<file path="src/rtl/controlador_cajero_param_pkg.sv">
// Shared definitions for the ATM controller: state encodings, transaction
// type codes and default parameter values.
package controlador_cajero_param_pkg;

  typedef enum logic [2:0] {
    ESPERANDO_TARJETA = 3'd0,
    INGRESANDO_PIN    = 3'd1,
    VERIFICANDO_PIN   = 3'd2,
    ESPERANDO_MONTO   = 3'd3,
    PROCESANDO        = 3'd4,
    BLOQUEADO         = 3'd5
  } estado_t;

  localparam logic TRANS_DEPOSITO = 1'b0;
  localparam logic TRANS_RETIRO   = 1'b1;

  localparam int DEF_N_DIGITOS     = 4;
  localparam int DEF_MAX_INTENTOS  = 3;
  localparam int DEF_ANCHO_MONTO   = 32;
  localparam int DEF_ANCHO_BALANCE = 64;
  localparam int DEF_COMISION_VAL  = 500;

endpackage

</file>
<file path="src/rtl/controlador_cajero_param_detector_flanco.sv">
// Rising-edge detector: flags a strobe that is sampled high after a low sample,
// so a strobe held high is reported only once.
module detector_flanco (
  input  logic clk,
  input  logic rst,
  input  logic entrada,
  output logic flanco
);

  logic previo;

  // remember the previous sample of the strobe
  always_ff @(posedge clk) begin
    if (rst) begin
      previo <= 1'b0;
    end else begin
      previo <= entrada;
    end
  end

  assign flanco = entrada & ~previo;

endmodule

</file>
<file path="src/rtl/controlador_cajero_param.sv">
// ATM session controller: card detection, PIN entry and verification with
// lockout, and deposit/withdrawal processing on a saturating balance.
// Optional macro CONTROLADOR_COMISION_EN enables the per-transaction fee on
// foreign cards; without it the fee is always zero and comision never pulses.
module controlador_cajero_param
  import controlador_cajero_param_pkg::*;
#(
  parameter int                        N_DIGITOS       = DEF_N_DIGITOS,
  parameter int                        MAX_INTENTOS    = DEF_MAX_INTENTOS,
  parameter int                        ANCHO_MONTO     = DEF_ANCHO_MONTO,
  parameter int                        ANCHO_BALANCE   = DEF_ANCHO_BALANCE,
  parameter int                        COMISION_VAL    = DEF_COMISION_VAL,
  parameter logic [ANCHO_BALANCE-1:0]  BALANCE_INICIAL = '0
) (
  input  logic                     clk,
  input  logic                     rst,
  input  logic                     tarjeta_recibida,
  input  logic                     tipo_de_tarjeta,
  input  logic [4*N_DIGITOS-1:0]   pin,
  input  logic [3:0]               digito,
  input  logic                     digito_stb,
  input  logic                     tipo_trans,
  input  logic [ANCHO_MONTO-1:0]   monto,
  input  logic                     monto_stb,
  output logic                     balance_actualizado,
  output logic                     entregar_dinero,
  output logic                     fondos_insuficientes,
  output logic                     pin_incorrecto,
  output logic                     comision,
  output logic                     advertencia,
  output logic                     bloqueo,
  output logic [ANCHO_BALANCE-1:0] balance
);

  localparam int PIN_W = 4 * N_DIGITOS;
  localparam int CNT_W = $clog2(N_DIGITOS + 1);
  localparam int BW    = ANCHO_BALANCE;

`ifdef CONTROLADOR_COMISION_EN
  localparam logic COMISION_EN = 1'b1;
`else
  localparam logic COMISION_EN = 1'b0;
`endif

  estado_t          estado, estado_sig;
  logic [CNT_W-1:0] cnt, cnt_sig;
  logic [PIN_W-1:0] buf_pin, buf_sig;
  logic [3:0]       intentos, intentos_sig, intentos_inc;
  logic [BW-1:0]    monto_lat, monto_sig, fee_lat, fee_sig, balance_sig, fee_actual;
  logic             tipo_lat, tipo_sig, adv_sig, bloq_sig;
  logic             act_sig, entregar_sig, fondos_sig, pinbad_sig, com_sig;
  logic [BW:0]      suma, resta_dep, necesario;
  logic             digito_flanco, monto_flanco;

  detector_flanco u_flanco_digito (
    .clk     (clk),
    .rst     (rst),
    .entrada (digito_stb),
    .flanco  (digito_flanco)
  );

  detector_flanco u_flanco_monto (
    .clk     (clk),
    .rst     (rst),
    .entrada (monto_stb),
    .flanco  (monto_flanco)
  );

  assign fee_actual   = (COMISION_EN && tipo_de_tarjeta) ? BW'(COMISION_VAL) : '0;
  assign intentos_inc = intentos + 4'd1;

  // next state, datapath updates and next values of the registered outputs
  always_comb begin
    estado_sig   = estado;
    cnt_sig      = cnt;
    buf_sig      = buf_pin;
    intentos_sig = intentos;
    monto_sig    = monto_lat;
    tipo_sig     = tipo_lat;
    fee_sig      = fee_lat;
    balance_sig  = balance;
    adv_sig      = advertencia;
    bloq_sig     = bloqueo;
    act_sig      = 1'b0;
    entregar_sig = 1'b0;
    fondos_sig   = 1'b0;
    pinbad_sig   = 1'b0;
    com_sig      = 1'b0;
    suma         = {1'b0, balance} + {1'b0, monto_lat};
    resta_dep    = suma - {1'b0, fee_lat};
    necesario    = {1'b0, monto_lat} + {1'b0, fee_lat};

    case (estado)
      ESPERANDO_TARJETA: begin
        if (tarjeta_recibida) begin
          estado_sig = INGRESANDO_PIN;
          cnt_sig    = '0;
        end else begin
          estado_sig = ESPERANDO_TARJETA;
        end
      end
      INGRESANDO_PIN: begin
        if (!tarjeta_recibida) begin
          estado_sig = ESPERANDO_TARJETA;
          cnt_sig    = '0;
        end else if (digito_flanco) begin
          // shifting left leaves the first digit in the top nibble
          buf_sig = PIN_W'({buf_pin, digito});
          cnt_sig = cnt + CNT_W'(1);
          if (cnt == CNT_W'(N_DIGITOS - 1)) begin
            estado_sig = VERIFICANDO_PIN;
          end else begin
            estado_sig = INGRESANDO_PIN;
          end
        end else begin
          estado_sig = INGRESANDO_PIN;
        end
      end
      VERIFICANDO_PIN: begin
        cnt_sig = '0;
        if (!tarjeta_recibida) begin
          estado_sig = ESPERANDO_TARJETA;
        end else if (buf_pin == pin) begin
          intentos_sig = '0;
          adv_sig      = 1'b0;
          estado_sig   = ESPERANDO_MONTO;
        end else begin
          pinbad_sig   = 1'b1;
          intentos_sig = intentos_inc;
          if (intentos_inc >= 4'(MAX_INTENTOS)) begin
            estado_sig = BLOQUEADO;
            bloq_sig   = 1'b1;
          end else begin
            estado_sig = INGRESANDO_PIN;
          end
          if (intentos_inc >= 4'(MAX_INTENTOS - 1)) begin
            adv_sig = 1'b1;
          end else begin
            adv_sig = advertencia;
          end
        end
      end
      ESPERANDO_MONTO: begin
        if (!tarjeta_recibida) begin
          estado_sig = ESPERANDO_TARJETA;
        end else if (monto_flanco) begin
          monto_sig  = BW'(monto);
          tipo_sig   = tipo_trans;
          fee_sig    = fee_actual;
          estado_sig = PROCESANDO;
        end else begin
          estado_sig = ESPERANDO_MONTO;
        end
      end
      PROCESANDO: begin
        // a transaction in flight always completes, even if the card left
        estado_sig = ESPERANDO_MONTO;
        case (tipo_lat)
          TRANS_DEPOSITO: begin
            if (suma >= {1'b0, fee_lat}) begin
              act_sig = 1'b1;
              com_sig = (fee_lat != '0);
              if (resta_dep[BW]) begin
                balance_sig = '1;
              end else begin
                balance_sig = resta_dep[BW-1:0];
              end
            end else begin
              fondos_sig = 1'b1;
            end
          end
          TRANS_RETIRO: begin
            if (necesario <= {1'b0, balance}) begin
              act_sig      = 1'b1;
              entregar_sig = 1'b1;
              com_sig      = (fee_lat != '0);
              balance_sig  = balance - necesario[BW-1:0];
            end else begin
              fondos_sig = 1'b1;
            end
          end
          default: begin
            balance_sig = balance;
          end
        endcase
      end
      BLOQUEADO: begin
        estado_sig = BLOQUEADO;
        bloq_sig   = 1'b1;
      end
      default: begin
        estado_sig = ESPERANDO_TARJETA;
        cnt_sig    = '0;
      end
    endcase
  end

  // state, datapath and output registers; reset overrides every event
  always_ff @(posedge clk) begin
    if (rst) begin
      estado               <= ESPERANDO_TARJETA;
      cnt                  <= '0;
      buf_pin              <= '0;
      intentos             <= '0;
      monto_lat            <= '0;
      tipo_lat             <= 1'b0;
      fee_lat              <= '0;
      balance              <= BALANCE_INICIAL;
      advertencia          <= 1'b0;
      bloqueo              <= 1'b0;
      balance_actualizado  <= 1'b0;
      entregar_dinero      <= 1'b0;
      fondos_insuficientes <= 1'b0;
      pin_incorrecto       <= 1'b0;
      comision             <= 1'b0;
    end else begin
      estado               <= estado_sig;
      cnt                  <= cnt_sig;
      buf_pin              <= buf_sig;
      intentos             <= intentos_sig;
      monto_lat            <= monto_sig;
      tipo_lat             <= tipo_sig;
      fee_lat              <= fee_sig;
      balance              <= balance_sig;
      advertencia          <= adv_sig;
      bloqueo              <= bloq_sig;
      balance_actualizado  <= act_sig;
      entregar_dinero      <= entregar_sig;
      fondos_insuficientes <= fondos_sig;
      pin_incorrecto       <= pinbad_sig;
      comision             <= com_sig;
    end
  end

endmodule

</file>
<file path="config.mk">
export PLATFORM = sky130hd
export DESIGN_NAME = controlador_cajero_param
export DESIGN_NICKNAME = d
export VERILOG_FILES = /design/src/rtl/controlador_cajero_param_pkg.sv /design/src/rtl/controlador_cajero_param_detector_flanco.sv /design/src/rtl/controlador_cajero_param.sv
export SDC_FILE = /design/constraint.sdc
export NUM_CORES = 1
export LEC_CHECK = 0
export ABC_CLOCK_PERIOD_IN_PS = 7600
export CAP_MARGIN = 5
export CORE_AREA = 5 5 138 140
export CTS_CLUSTER_SIZE = 24
export DETAILED_ROUTE_END_ITERATION = 8
export DIE_AREA = 0 0 143 145
export GPL_TIMING_DRIVEN = 0
export PLACE_DENSITY = 0.83
export SYNTH_ARGS = -nofsm -noshare
export SYNTH_HDL_FRONTEND = slang
export SYNTH_SLANG_ARGS = --single-unit
</file>
<file path="constraint.sdc">
create_clock -name clk -period 7.6 [get_ports clk]
set_input_delay 0.76 -clock clk [delete_from_list [all_inputs] [get_ports clk]]
set_output_delay 0.76 -clock clk [all_outputs]
set_load 0.05 [all_outputs]
</file>
==> impl_metrics.tcl, run 1 <==
set metrics [dict create \
    outcome "complete, no violations" \
    clock_skew_ns 0.0214 \
    p_leak_nw 4.86 \
    root_buffer "clkbuf_16" \
    critPathMaxStageDelay_ns 0.74 \
    combPwrFrac_pct 4.2 \
    cts_hold_buf 0 \
    ant_nets 0 \
    post_drt_wl_per_cell_um 22.2 \
    final_max_slew_viol_count 0 \
    synth_area_um2 10400 \
    p_clk_share_pct 53.4 \
    io_buffers 127 \
    p_sw_mw 0.424 \
    wl_um 40200 \
    synthCells 1423 \
    syn_to_final_growth_pct 20.8 \
    clk_latency_ns 0.45 \
    coreArea_um2 17700 \
    worstSetupPathType "flip-flop to flip-flop" \
    hpwl_um 29700 \
    dr.pass1.iters 6 \
    grt_pass1_wl_um 62200 \
    drive_above_1_share_pct 5.44 \
    max_cap_viol_count 0 \
    ys_seq_area_share_pct 25.3 \
    fp.dieH_um 145 \
    ys_seq_elements 131 \
    arrival_ns 5.00 \
    ys.flop_type "dfxtp_1" \
    numCtsBuffers 17 \
    fin_area_um2 12500 \
    grt.total_usage_pct 37.6 \
    rows 49 \
    cp-end-kind "flip-flop" \
    setup_viol 0 \
    viasPerCell 6.66 \
    die_w_um 143 \
    antenna_found_initial 0 \
    syn_nets 1553 \
    rsz0062_at_grt "no" \
    cp-start-kind "flip-flop" \
    power.internal_mw 1.20 \
    min_path_type "flip-flop to flip-flop" \
    crit_path_frequent_cell "o21ai_0" \
    rrSetupSlack_ns 2.96 \
    die_area_um2 20700 \
    drc 0 \
    period_share_pct 61.1 \
    fin_setup_tns_ns 0 \
    grt_max_degree 17 \
    cts_setup_buffers 0 \
    crit_slowest_cell "clkbuf_1" \
    cp_max_fo 10 \
    pwr-share-seq_pct 42.4 \
    clk_pin_slew_worst_paths_ns 0.07 \
    grt_overflow 0 \
    synth.yosys.warnings 0 \
    layout_common_cells "nand2_1 (165), a21oi_1 (153), dfxtp_1 (131), nor2_1 (128), clkdlybuf4s50_1 (127)" \
    dr.first_iter.drc_count 1460 \
    cts_tree "done" \
    max_slew.worst_pin.slew_ns 1.30 \
    peakVddDrop_v 0.000152 \
    critPathRequiredTime_ns 7.96 \
    diodes 0 \
    synthArstFlopShare_pct 0 \
    syn_avg_cell_area_um2 7.28 \
    synth_edf_count 0 \
    htreeDepth 4 \
    hold_violations 0 \
    p_sw_share_pct 26.1 \
    io_pins 130 \
    relSlewSlack_pct 12.8 \
    vias 12100 \
    clockBufferDepth 2 \
    place.gp.congestion 1.03 \
    dpl_cell_area_um2 11900 \
    final_common_cell "nand2_1" \
    num-nets-final 1699 \
    grt_pass1_vias 11400 \
    fin_crit_ns 4.64 \
    cts_resized 0 \
    start_util_pct 58.4 \
    synth_cell_types 80 \
    clock-sinks 131 \
    max_freq_ghz 0.215 \
    power-per-cell-area_nw_per_um2 130 \
    critical_path.cell_chain "inv_1, ha_1, clkbuf_1, nand2_1, o21ai_0, o21ai_0, a21oi_1, o21ai_2, a31oi_1, buf_2, clkbuf_1, o21ai_0, a21oi_1" \
]
==> worst max-delay path, delay by kind of cell (launching register included) <==
family                   cells  cell delay (ns)
AO/OA/AOI/OAI                7             2.12
AND/OR/NAND/NOR              1             0.20
flip-flops                   1             0.35
buffers and inverters        4             1.62
adder cells (fa/ha/maj)      1             0.26
==> routing by layer <==
metal / vias up / track usage, % / share of wire, %
met1: 5560 / 49.9 / 40
met5: - / 0 / 0
met4: 0 / 19.1 / 5.4
li1: 5461 / - / -
met3: 181 / 8.36 / 11
met2: 857 / 57.2 / 43
==> kinds of logic after synthesis <==
kind of cell	share of synthesized area [%]
multiplexers	0.290
other	0.0362
AO/OA/AOI/OAI	29.2
AND/OR/NAND/NOR	25.4
XOR/XNOR	4.31
adder cells (fa/ha/maj)	8.72
buffers and inverters	6.69
flip-flops	25.3
==> flip-flops by register name, summed over array words and instances, names as in the netlist, 3 cells and up <==
| signal | flops |
|---|---|
| balance | 64 |
| buf_pin | 16 |
| cnt | 3 |
| estado | 3 |
| intentos | 4 |
| monto_lat | 32 |
==> synth_stat cells (17+ instances only) <==
master,number,area share [%]
a21oi_1,153,7.4
nand4_1,29,1.8
and3_1,23,1.4
a31oi_1,26,1.6
nand2_1,165,6.0
o211ai_1,17,1.2
a311oi_1,19,1.6
o21ai_0,87,4.2
nor3_1,41,2.0
nor4_1,22,1.3
inv_1,72,2.6
nand3_1,38,1.8
clkbuf_1,67,2.4
dfxtp_1,131,25
nor2b_1,24,1.4
o21a_1,19,1.4
ha_1,69,8.3
xnor2_1,48,4.1
nor2_1,128,4.6
==> final timing paths <==
check,from,endpoint,depth (start not counted)
worst max-delay path,monto_lat[15],balance[31],13
worst min-delay path,bloqueo,bloqueo,2
worst max register to register,monto_lat[15],balance[31],13
worst min register to register,bloqueo,bloqueo,2
==> power groups by stage <==
| stage | sequential, mW | combinational [mW] | clock (mW) |
|---|---|---|---|
| 2_1_floorplan | 0.704 | 0.0229 | 0 |
| 6_report | 0.688 | 0.0677 | 0.867 |
| 3_3_place_gp | 0.704 | 0.0649 | 0 |
| 4_1_cts | 0.688 | 0.0662 | 0.866 |
| 5_1_grt | 0.688 | 0.0705 | 0.895 |
| 3_5_place_dp | 0.704 | 0.0659 | 0 |
==> through the flow <==
| stage | hold slack, ns | utilization, % | power (mW) | setup WS (ns) | instances |
|---|---|---|---|---|---|
| 2_1_floorplan | 0.449 | - | 0.727 | 4.28 | 1423 |
| 6_report | 0.455 | 70.6 | 1.62 | 2.96 | 1811 |
| 4_1_cts | 0.453 | 70.6 | 1.62 | 3.25 | 1811 |
| 5_1_grt | 0.490 | 70.6 | 1.65 | 2.77 | 1811 |
| 3_3_place_gp | 0.440 | 67.2 | 0.769 | 3.39 | 1779 |
| 3_5_place_dp | 0.443 | 67.2 | 0.770 | 3.30 | 1779 |
==> area by class of cell <==
type / instances / area (um2)
buffer: 93 / 419
clock buffer: 18 / 439
clock inverter: 14 / 160
fill: 1532 / 5200
inverter: 73 / 274
multi-input combinational: 1126 / 7040
sequential: 131 / 2620
tap: 229 / 287
timing repair buffer: 127 / 1270
(Power assumes the default switching activity.)
==> run 2: changes to the inputs <==
- ABC_CLOCK_PERIOD_IN_PS: 7600 -> 4500
- CORE_AREA: 5 5 138 140 -> 5 5 141 143
- DIE_AREA: 0 0 143 145 -> 0 0 146 148
- PLACE_DENSITY: 0.83 -> 0.8
- clock period: 7.6 -> 4.5 ns (I/O delays scaled with it)
==> run 2 against run 1 <==
  * Sequential power grew 69%
  * Cell count grew 0.28%
  * Via count decreased by 1.7%
  * Die area up 4.2%
  * Global-route usage fell by 1.8 points
  * Combinational power up 68%
  * Power increased by 68%
  * First-iteration DRC count increased by 6.0%
  * Design area hardly changed
  * Count of clock-buffer cells in the layout is 1 lower
  * Clock skew shrank 0.0079 ns
  * Largest cell class unchanged
==> impl_metrics.tcl, run 2 (synthesized netlist as in run 1, its figures left out) <==
set metrics [dict create \
    min_path_type "flip-flop to flip-flop" \
    grt_overflow 0 \
    rrSetupSlack_ns 0.17 \
    viasPerCell 6.53 \
    dr.first_iter.drc_count 1548 \
    worst_r2r_endpoint "balance[10]" \
    peakVddDrop_v 0.000273 \
    cts_hold_buf 0 \
    htreeDepth 4 \
    largest_reg_flops 64 \
    rows 50 \
    hold_violations 0 \
    root_buffer "clkbuf_16" \
    grt_pass1_vias 11200 \
    setup_viol 0 \
    numCtsBuffers 17 \
    fin_setup_tns_ns 0 \
    worstSetupPathType "flip-flop to flip-flop" \
    diodes 0 \
    p_leak_nw 4.87 \
    clock-sinks 131 \
    ant_nets 0 \
    antenna_found_initial 0 \
    fin_area_um2 12500 \
    cts_tree "done" \
    syn_to_final_growth_pct 20.8 \
    max_freq_ghz 0.231 \
    cp-start-kind "flip-flop" \
    cp-end-kind "flip-flop" \
    clockBufferDepth 2 \
    num-nets-final 1699 \
    rr_worst_depth 12 \
    clk_pin_slew_worst_paths_ns 0.07 \
    die_area_um2 21600 \
    grt_pass1_wl_um 61800 \
    cp_max_fo 10 \
    rsz0062_at_grt "no" \
    arrival_ns 4.66 \
    wl_um 39900 \
    fin_crit_ns 4.33 \
    max_slew.worst_pin.slew_ns 1.16 \
    hold_path.startpoint "bloqueo" \
    coreArea_um2 18500 \
    die_w_um 146 \
    drive_above_1_share_pct 5.50 \
    io_pins 130 \
    critPathRequiredTime_ns 4.83 \
    min_to "bloqueo" \
    clk_latency_ns 0.44 \
    final_common_cell "nand2_1" \
    drc 0 \
    period_share_pct 96.2 \
    place.gp.congestion 1.04 \
    start_util_pct 56.1 \
    dpl_cell_area_um2 11900 \
    clock_skew_ns 0.0134 \
    reg2reg_from "monto_lat[23]" \
    vias 11900 \
    hpwl_um 29900 \
    top_regs "balance (64), monto_lat (32), buf_pin (16)" \
    fp.dieH_um 148 \
    cts_setup_buffers 0 \
    top_register "balance" \
    relSlewSlack_pct 20.6 \
    grt.total_usage_pct 35.9 \
    post_drt_wl_per_cell_um 22.0 \
    final_max_slew_viol_count 0 \
    grt_max_degree 17 \
    fillCellCount 1660 \
    io_buffers 127 \
    dr.pass1.iters 6 \
    hold_depth 2 \
    layout_common_cells "nand2_1 (165), a21oi_1 (153), dfxtp_1 (131), nor2_1 (128), clkdlybuf4s50_1 (127)" \
    max_cap_viol_count 0 \
    power-per-cell-area_nw_per_um2 218 \
    outcome "complete, no violations" \
]
run 2: routing by layer:
metal	GRT usage, %	wire length, um	vias up
li1	-	-	5468
met1	48.7	16500	5470
met2	54.8	17200	783
met3	7.45	4340	136
met4	16.7	1880	0
met5	0	0	-
run 2: repair_timing:
| action | in CTS | in global routing |
|---|---|---|
| setup endpoints to repair | 0 | 10 |
| gates resized for setup | 0 | 3 |
| endpoints found under the hold margin | 0 | 0 |
run 2: worst max-delay path by stage:
stage                  startpoint           to  slack (ns)  depth (start not counted)
global placement      balance[20]  balance[13]        0.32                         12
finish              monto_lat[23]  balance[10]        0.17                         12
floorplan              balance[9]  balance[54]        1.18                         12
global route        monto_lat[20]  balance[10]        0.09                         12
detailed placement  monto_lat[23]  balance[47]        0.30                         13
CTS                 monto_lat[23]  balance[47]        0.23                         13
run 2: final cells by class:
| cell class | instances | area (um2) | area share (%) |
|---|---|---|---|
| clock buffers | 17 | 425 | 3.40 |
| flip-flops and latches | 131 | 2620 | 21.0 |
| well taps | 234 | 293 | 2.34 |
| repair buffers | 127 | 1270 | 10.2 |
| plain buffers | 93 | 420 | 3.36 |
| inverters | 73 | 274 | 2.19 |
| multi-input cells | 1126 | 7040 | 56.3 |
| clock inverters | 15 | 161 | 1.29 |
run 2: stage by stage:
| step | util, % | worst slack, ns | total power, mW | hold WS (ns) | instances |
|---|---|---|---|---|---|
| 2_1_floorplan | - | 1.18 | 1.23 | 0.449 | 1423 |
| 3_3_place_gp | 64.6 | 0.322 | 1.30 | 0.439 | 1784 |
| 3_5_place_dp | 64.6 | 0.299 | 1.30 | 0.450 | 1784 |
| 4_1_cts | 67.8 | 0.232 | 2.71 | 0.457 | 1816 |
| 5_1_grt | 67.8 | 0.0871 | 2.77 | 0.492 | 1816 |
| 6_report | 67.8 | 0.171 | 2.72 | 0.455 | 1816 |
run 2: power breakdown:
part	switching [mW]	total, mW	internal (mW)
Combinational	0.0555	0.114	0.0590
Clock	0.656	1.44	0.789
Sequential	0.00125	1.16	1.16
run 2: critical path: stages (launching register included):
cell and delay (ns):
dfxtp_1 0.35, inv_1 0.06, ha_1 0.27, clkbuf_1 0.36
nand2_1 0.24, nor3_1 0.39, o21ai_0 0.15, a21oi_1 0.30
o21ai_2 0.25, a31oi_1 0.63, buf_2 0.42, nand2_1 0.40
o221a_2 0.40
